$ cat config.mk
export PLATFORM = sky130hd
export DESIGN_NAME = signed_seq_divider
export DESIGN_NICKNAME = d
export VERILOG_FILES = /design/src/rtl/signed_seq_divider.sv
export SDC_FILE = /design/constraint.sdc
export NUM_CORES = 1
export LEC_CHECK = 0
export ABC_CLOCK_PERIOD_IN_PS = 5100
export CAP_MARGIN = 20
export CELL_PAD_IN_SITES_DETAIL_PLACEMENT = 1
export CELL_PAD_IN_SITES_GLOBAL_PLACEMENT = 2
export CORE_MARGIN = 4
export CORE_UTILIZATION = 37
export CTS_BUF_LIST = sky130_fd_sc_hd__clkbuf_16
export DETAILED_ROUTE_END_ITERATION = 16
export MAX_ROUTING_LAYER = met4
export PLACE_DENSITY_LB_ADDON = 0.1
export REMOVE_ABC_BUFFERS = 1
export SYNTH_ARGS = -nofsm -noshare
export SYNTH_HDL_FRONTEND = slang
export SYNTH_SLANG_ARGS = --single-unit
$ cat constraint.sdc
create_clock -name clk -period 5.1 [get_ports clk]
set_input_delay 1.02 -clock clk [delete_from_list [all_inputs] [get_ports clk]]
set_output_delay 1.02 -clock clk [all_outputs]
set_load 0.01 [all_outputs]
$ cat src/rtl/signed_seq_divider.sv
// signed_seq_divider
//   Multi-cycle signed integer divider using a restoring shift-subtract loop.
//   Operand magnitudes are formed internally; the quotient is truncated toward
//   zero and the remainder takes the sign of the dividend.
//
//   Ports
//     clk          rising-edge clock
//     rst          asynchronous active-high reset
//     start        request, sampled only while busy=0
//     dividend     signed dividend, captured on the accepted start edge
//     divisor      signed divisor, captured on the accepted start edge
//     busy         high while an operation is in progress
//     done         one-cycle pulse, results valid from this cycle
//     quotient     signed quotient
//     remainder    signed remainder
//     div_by_zero  set with done when the divisor was zero
//
//   Build option
//     SIGNED_DIV_OVF_SAT_EN  when defined, -2^(WIDTH-1) / -1 saturates the
//                            quotient to 2^(WIDTH-1)-1 instead of wrapping.
//
//   state | meaning
//   ------+-----------------------------------------------------------
//   IDLE  | waiting for start; outputs hold last result
//   CONV  | convert captured operands to magnitudes, clear partial rem
//   ITER  | one restoring shift-subtract step per cycle, WIDTH cycles
//   FIX   | sign-correct and publish results, pulse done

module signed_seq_divider #(
  parameter int WIDTH = 16
) (
  input  logic             clk,
  input  logic             rst,
  input  logic             start,
  input  logic [WIDTH-1:0] dividend,
  input  logic [WIDTH-1:0] divisor,
  output logic             busy,
  output logic             done,
  output logic [WIDTH-1:0] quotient,
  output logic [WIDTH-1:0] remainder,
  output logic             div_by_zero
);

  localparam int            CW       = (WIDTH > 1) ? $clog2(WIDTH) : 1;
  localparam logic [CW-1:0] CNT_LAST = CW'(WIDTH - 1);
  localparam logic [CW-1:0] CNT_ONE  = CW'(1);
  localparam logic [CW-1:0] CNT_ZERO = '0;
  localparam logic [WIDTH-1:0] ONE   = WIDTH'(1);
  localparam logic [WIDTH-1:0] ZERO  = '0;

  typedef enum logic [1:0] {
    IDLE = 2'd0,
    CONV = 2'd1,
    ITER = 2'd2,
    FIX  = 2'd3
  } state_t;

  state_t state, state_nxt;

  logic [WIDTH-1:0] dvd_q;
  logic [WIDTH-1:0] dvs_q;
  logic             sq;
  logic             sr;
  logic             dz;
  logic [WIDTH-1:0] dvs_abs;
  logic [WIDTH-1:0] rem;
  logic [WIDTH-1:0] quo;
  logic [CW-1:0]    cnt;

  logic [WIDTH:0]   rem_sh;
  logic [WIDTH:0]   trial;
  logic [WIDTH-1:0] q_fix;
  logic [WIDTH-1:0] r_fix;

  function automatic logic [WIDTH-1:0] neg(input logic [WIDTH-1:0] v);
    return ~v + ONE;
  endfunction

  function automatic logic [WIDTH-1:0] mag(input logic [WIDTH-1:0] v);
    // The most-negative value maps onto 2^(WIDTH-1) as an unsigned magnitude.
    return v[WIDTH-1] ? neg(v) : v;
  endfunction

  // State register
  always_ff @(posedge clk or posedge rst) begin
    if (rst) begin
      state <= IDLE;
    end else begin
      state <= state_nxt;
    end
  end

  // Next-state logic
  always_comb begin
    state_nxt = state;
    case (state)
      IDLE: begin
        if (start) begin
          state_nxt = (divisor == ZERO) ? FIX : CONV;
        end
      end
      CONV: state_nxt = ITER;
      ITER: begin
        if (cnt == CNT_ZERO) begin
          state_nxt = FIX;
        end
      end
      FIX:     state_nxt = IDLE;
      default: state_nxt = IDLE;
    endcase
  end

  // One restoring step. The partial remainder is always below |divisor|
  // (at most 2^(WIDTH-1)), so the shifted value fits WIDTH bits and the
  // extra top bit of trial is a clean borrow/sign flag.
  always_comb begin
    rem_sh = {rem, quo[WIDTH-1]};
    trial  = rem_sh - {1'b0, dvs_abs};
  end

  // Sign correction and special cases for the published result.
  always_comb begin
    q_fix = sq ? neg(quo) : quo;
    r_fix = sr ? neg(rem) : rem;
`ifdef SIGNED_DIV_OVF_SAT_EN
    // Only -2^(WIDTH-1) / -1 yields a positive quotient magnitude with the
    // top bit set; clamp it to the largest positive value.
    if (!sq && quo[WIDTH-1]) begin
      q_fix = {1'b0, {(WIDTH-1){1'b1}}};
    end
`else
    // -2^(WIDTH-1) / -1 falls through and wraps to -2^(WIDTH-1).
`endif
    if (dz) begin
      q_fix = '1;
      r_fix = dvd_q;
    end
  end

  // Datapath and registered outputs
  always_ff @(posedge clk or posedge rst) begin
    if (rst) begin
      dvd_q       <= '0;
      dvs_q       <= '0;
      sq          <= 1'b0;
      sr          <= 1'b0;
      dz          <= 1'b0;
      dvs_abs     <= '0;
      rem         <= '0;
      quo         <= '0;
      cnt         <= '0;
      busy        <= 1'b0;
      done        <= 1'b0;
      quotient    <= '0;
      remainder   <= '0;
      div_by_zero <= 1'b0;
    end else begin
      done <= 1'b0;
      case (state)
        IDLE: begin
          if (start) begin
            dvd_q       <= dividend;
            dvs_q       <= divisor;
            sq          <= dividend[WIDTH-1] ^ divisor[WIDTH-1];
            sr          <= dividend[WIDTH-1];
            dz          <= (divisor == ZERO);
            busy        <= 1'b1;
            div_by_zero <= 1'b0;
          end
        end
        CONV: begin
          quo     <= mag(dvd_q);
          dvs_abs <= mag(dvs_q);
          rem     <= '0;
          cnt     <= CNT_LAST;
        end
        ITER: begin
          if (!trial[WIDTH]) begin
            rem <= trial[WIDTH-1:0];
            quo <= {quo[WIDTH-2:0], 1'b1};
          end else begin
            rem <= rem_sh[WIDTH-1:0];
            quo <= {quo[WIDTH-2:0], 1'b0};
          end
          cnt <= cnt - CNT_ONE;
        end
        FIX: begin
          quotient    <= q_fix;
          remainder   <= r_fix;
          div_by_zero <= dz;
          done        <= 1'b1;
          busy        <= 1'b0;
        end
        default: begin
        end
      endcase
    end
  end

endmodule
# Word level (Yosys, flattened, before mapping)
# Cells that the tools add are included.
# word_totals
mem_bits_ro	0
mem_count	0
mem_bits_rw	0
inputBits	35
wordCells	59
output_inout_bits	35
reg_bits	124
latch_bits	0
# classes
n_eq_ne	5
shifts	0
order_cmp	0
bitwise_logic	5
div	0
n_mux	20
n_reduce_logical	8
n_addsub	6
mul	0
# ops
cell	n
two-way mux 16 bit	7
adder 16 x 1 -> 16 bit, second input constant	4
NOT 16 bit	4
case mux 16 bit (2 select lines)	2
subtractor 17 x 16 -> 17 bit	1
logical NOT 16 bit	1
case mux 2 bit (4 select lines)	1
case mux 4 bit (2 select lines)	1
two-way mux 2 bit	3
AND reduction 2 bit	3
== test 2 bit, second input constant	2
logical NOT 4 bit	1
two-way mux 1 bit	4
inequality test 2 bit, second input constant	2
case mux 1 bit (2 select lines)	2
nonzero test 2 bit	2
subtractor 4 x 1 -> 4 bit, second input constant	1
== test 2 x 1 -> 1 bit, second input constant	1
logical NOT 2 bit	1
XOR 1 bit	1

# Depth between registers and ports, before layout
# depth
ltp_word	4
mapped_depth	11
ltp_nobuf	9

# Worst setup path before layout
# OpenSTA, ideal clock, no wires.
# synth_timing
path_type	reg-to-reg
start	reg quo[15]
end	reg rem[9]
path_stages_with_launch	12
t_required_ps	4974
path_slack_ps	2439
n_path_buf	2
period_less_slack_ps	2661
setup_ps	126
arrival_time_ps	2535
path_cell_list	dfrtp_1 inv_1 ha_1 fa_1 nor2b_1 o31a_1 o21ai_1 a21o_1 buf_2 or2_1 clkbuf_1 a221o_1
# synth_via
elab_chain_cells	3
# synth_lines
element	line_no	rtl
start: declaration	67	logic [WIDTH-1:0] quo;
start signal: assignment	172	quo <= mag(dvd_q);
start signal: assignment	180	quo <= {quo[WIDTH-2:0], 1'b1};
start signal: assignment	183	quo <= {quo[WIDTH-2:0], 1'b0};
subtractor 17 x 16 -> 17 bit	118	trial = rem_sh - {1'b0, dvs_abs};
two-way mux 16 bit	178	if (!trial[WIDTH]) begin
case mux 16 bit (2 select lines)	159	case (state)
end signal: assignment	179	rem <= trial[WIDTH-1:0];
end signal: assignment	182	rem <= rem_sh[WIDTH-1:0];
end: declaration	66	logic [WIDTH-1:0] rem;
# No other way between the ends.
# A chain may end at the register's enable or synchronous reset.

# Final worst setup path
# layout_timing
start	reg quo[15]
end	reg rem[2]
# Same word-level chain as after synthesis.

==> metrics.txt <==
post-synthesis sequential area ratio 42.5%; FF+latch area 0.00308 sq mm; Util after Layout 46.0%; Worst Hold Class reg2reg; Hold Path Stages 1; Final min period 3.30 ns; Slew @ Worst Pin 0.994 ns; hold wc startpoint remainder[6]; syn avg cell area 9.47 sq um; Layout Area Growth over Synthesis 20.3%; fillers 2176; Die Ht 148 um; Nets 882; # DRC 0; Setup violations, final 0; Syn Inst Count 765; full die area 0.0219 sq mm; origin of the critical flop-to-flop path quo[15]; CTS H-tree depth 4; Pins Over Slew Limit 0; first-pass GRT wire length 33.6 mm; DRT antenna net count 0; DRT iter0 DRCs 254; reg2reg end rem[2]; later-pin clock latency in the skew report 0.42 ns; vias in the first global route 6339; total CTS buffers 17; Synth Flop Type dfrtp_1; Static Leak 3.73 nW; # hold bufs at CTS 0; Startpoint Class flip-flop; CTS tree built; Final Hold Vio Count 0; CP Capture Type flip-flop; crit-path max FO 19; fraction of registers with async set/reset 100%; via/cell ratio 5.38; WHS Endpoint remainder[6]; fraction of layout cells with a size suffix above 1 12.6%; final cell count without fillers 1092; max frequency 303 MHz; synthesis warning total 0; VDD IR-drop max 0.000280 V; Floorplan Core Area 0.0190 sq mm; clk slew on worst S/H paths 0.06 ns; CP Data Required Time 5.37 ns; Worst Skew 0.00937 ns; PD cells 584 mW/mm^2; multi-input logic area 0.00387 sq mm; Yosys reg bits 123; Overall Global Routing Usage 19.7%; max cap viols 0; Post-synth EDFFs 0; Synth area leader dfrtp_1; R2R Setup Slk 1.80 ns; initial antenna violation count 0; die extent in x 148 um; initial core utilization 38.2%; Rel. slew slack 33.5%; synth unique cells 61; row count 50; DPL Wire Length 15.0 mm; cell count of the worst reg-to-reg path 9; Antenna Cells 0; WL per Instance 18.6 um; post-route setup TNS 0 ns; post-synth top area share 42.5%; IO buf count 69; grt ovf 0; largest net degree at the start of global routing 64; Tcrit/Tclk final 64.7%; type of the worst setup path reg2reg; post-CTS sizing 0; IO Count 70; placed insts 1062; Hold Worst Slack 0.505 ns; unrepaired setup endpoints after global routing false; Worst EP arrival 3.57 ns; WL final 20.3 mm; First-pass DRT Iterations 4; status complete, no violations; top cells by area, synth dfrtp_1, mux2_2, xor2_1, ha_1, o21ai_0; area of the mapped netlist 0.00725 sq mm; root buffer cell clkbuf_16; GPL Wtd Cong 0.802; post-CTS setup buffers 0; vias 5874; TritonCTS Sinks 123; CTS Buffer Depth 2
==> cell usage after synthesis, drive strengths merged (16+ instances only) <==
library cell	n
a21oi	50
ha	25
inv	36
xor2	36
mux2	56
dfrtp	123
o21ai	62
nor2	72
nand2	68
clkbuf	38
o31ai	16
xnor2	26
==> cell usage in the layout, fill, tap and decap left out, types with 4 or more instances in the layout <==
cell             count
o211ai_1             9
or4_1                9
o221ai_1             5
a221o_1              6
mux2i_1              5
nor2b_1              7
nor2_1              72
nor3_1               8
a21o_1               8
dfrtp_1            123
nand2_1             68
a21oi_1             49
clkbuf_16           17
clkinv_2             6
o21ai_1              7
ha_1                24
clkdlybuf4s50_1     69
xor2_1              36
o21ai_0             55
and3_1               9
nand2b_1             6
nor4_1              15
nand4_1              4
a31o_2               4
mux2_2              56
o41ai_1              7
o2bb2ai_1            4
inv_1               37
nand3_1              4
buf_4               10
o31ai_1             15
xnor2_1             26
==> where the power goes <==
part	internal [mW]	switching (mW)	total, mW
Sequential	1.35	0.411	1.76
Combinational	1.02	1.18	2.20
Clock	0.699	0.438	1.14
Total	3.07	2.02	5.09
==> layout make-up <==
type                    count  area share (%)
clock buffers              17            4.88
clock inverters            13            1.29
inverters                  37            1.62
multi-input cells         563            44.4
flip-flops and latches    123            35.3
well taps                 260            3.73
repair buffers             79            8.78
==> layer usage <==
metal  track usage [%]  wire [um]
met5                 -          0
met4              5.40        265
met3              2.64        528
met2              34.6      10400
met1              23.9       9040
==> stage by stage <==
stage               worst slack (ns)  instance area, sq um  power (mW)
detailed placement              1.81                  8180        3.99
global placement                1.98                  8180        3.91
CTS                             1.80                  8720        5.16
floorplan                      0.809                  7090        3.20
finish                          1.80                  8720        5.09
global route                    1.50                  8720        5.51
==> critical path, stage by stage, from the launching register on <==
cell,delay (ns)
dfrtp_1,0.40
inv_1,0.10
ha_1,0.21
fa_1,0.40
nor2b_1,0.22
o31a_1,0.26
o21ai_1,0.18
a21oi_2,0.70
or2_1,0.48
o221ai_1,0.20
==> state kept, by name, summed over array words and instances (netlist names) <==
name / flops
busy: 1
cnt: 4
div_by_zero: 1
done: 1
dvd_q: 16
dvs_abs: 16
dvs_q: 16
dz: 1
quo: 16
quotient: 16
rem: 16
remainder: 16
sq: 1
state: 2
==> logic make-up (layout without fill, tap and decap cells) <==
group	count (synthesis)	in the layout	synth area share, %
simple gates	215	215	13.9
compound gates	199	199	18.0
flops	123	123	42.5
buf+inv	79	146	4.13
xor+xnor	62	62	7.49
mux	61	61	9.39
fa+ha+maj	26	26	4.59
==> worst max path at each step <==
stage / endpoint / slack, ns / from
final: rem[2] / 1.80 / quo[15]
after CTS: rem[2] / 1.80 / quo[15]
after detailed placement: rem[2] / 1.81 / quo[15]
after floorplan: busy / 0.81 / rst
after global routing: rem[2] / 1.50 / quo[15]
after global placement: rem[2] / 1.98 / quo[15]
Note: power is estimated with default switching activity, not from simulation.
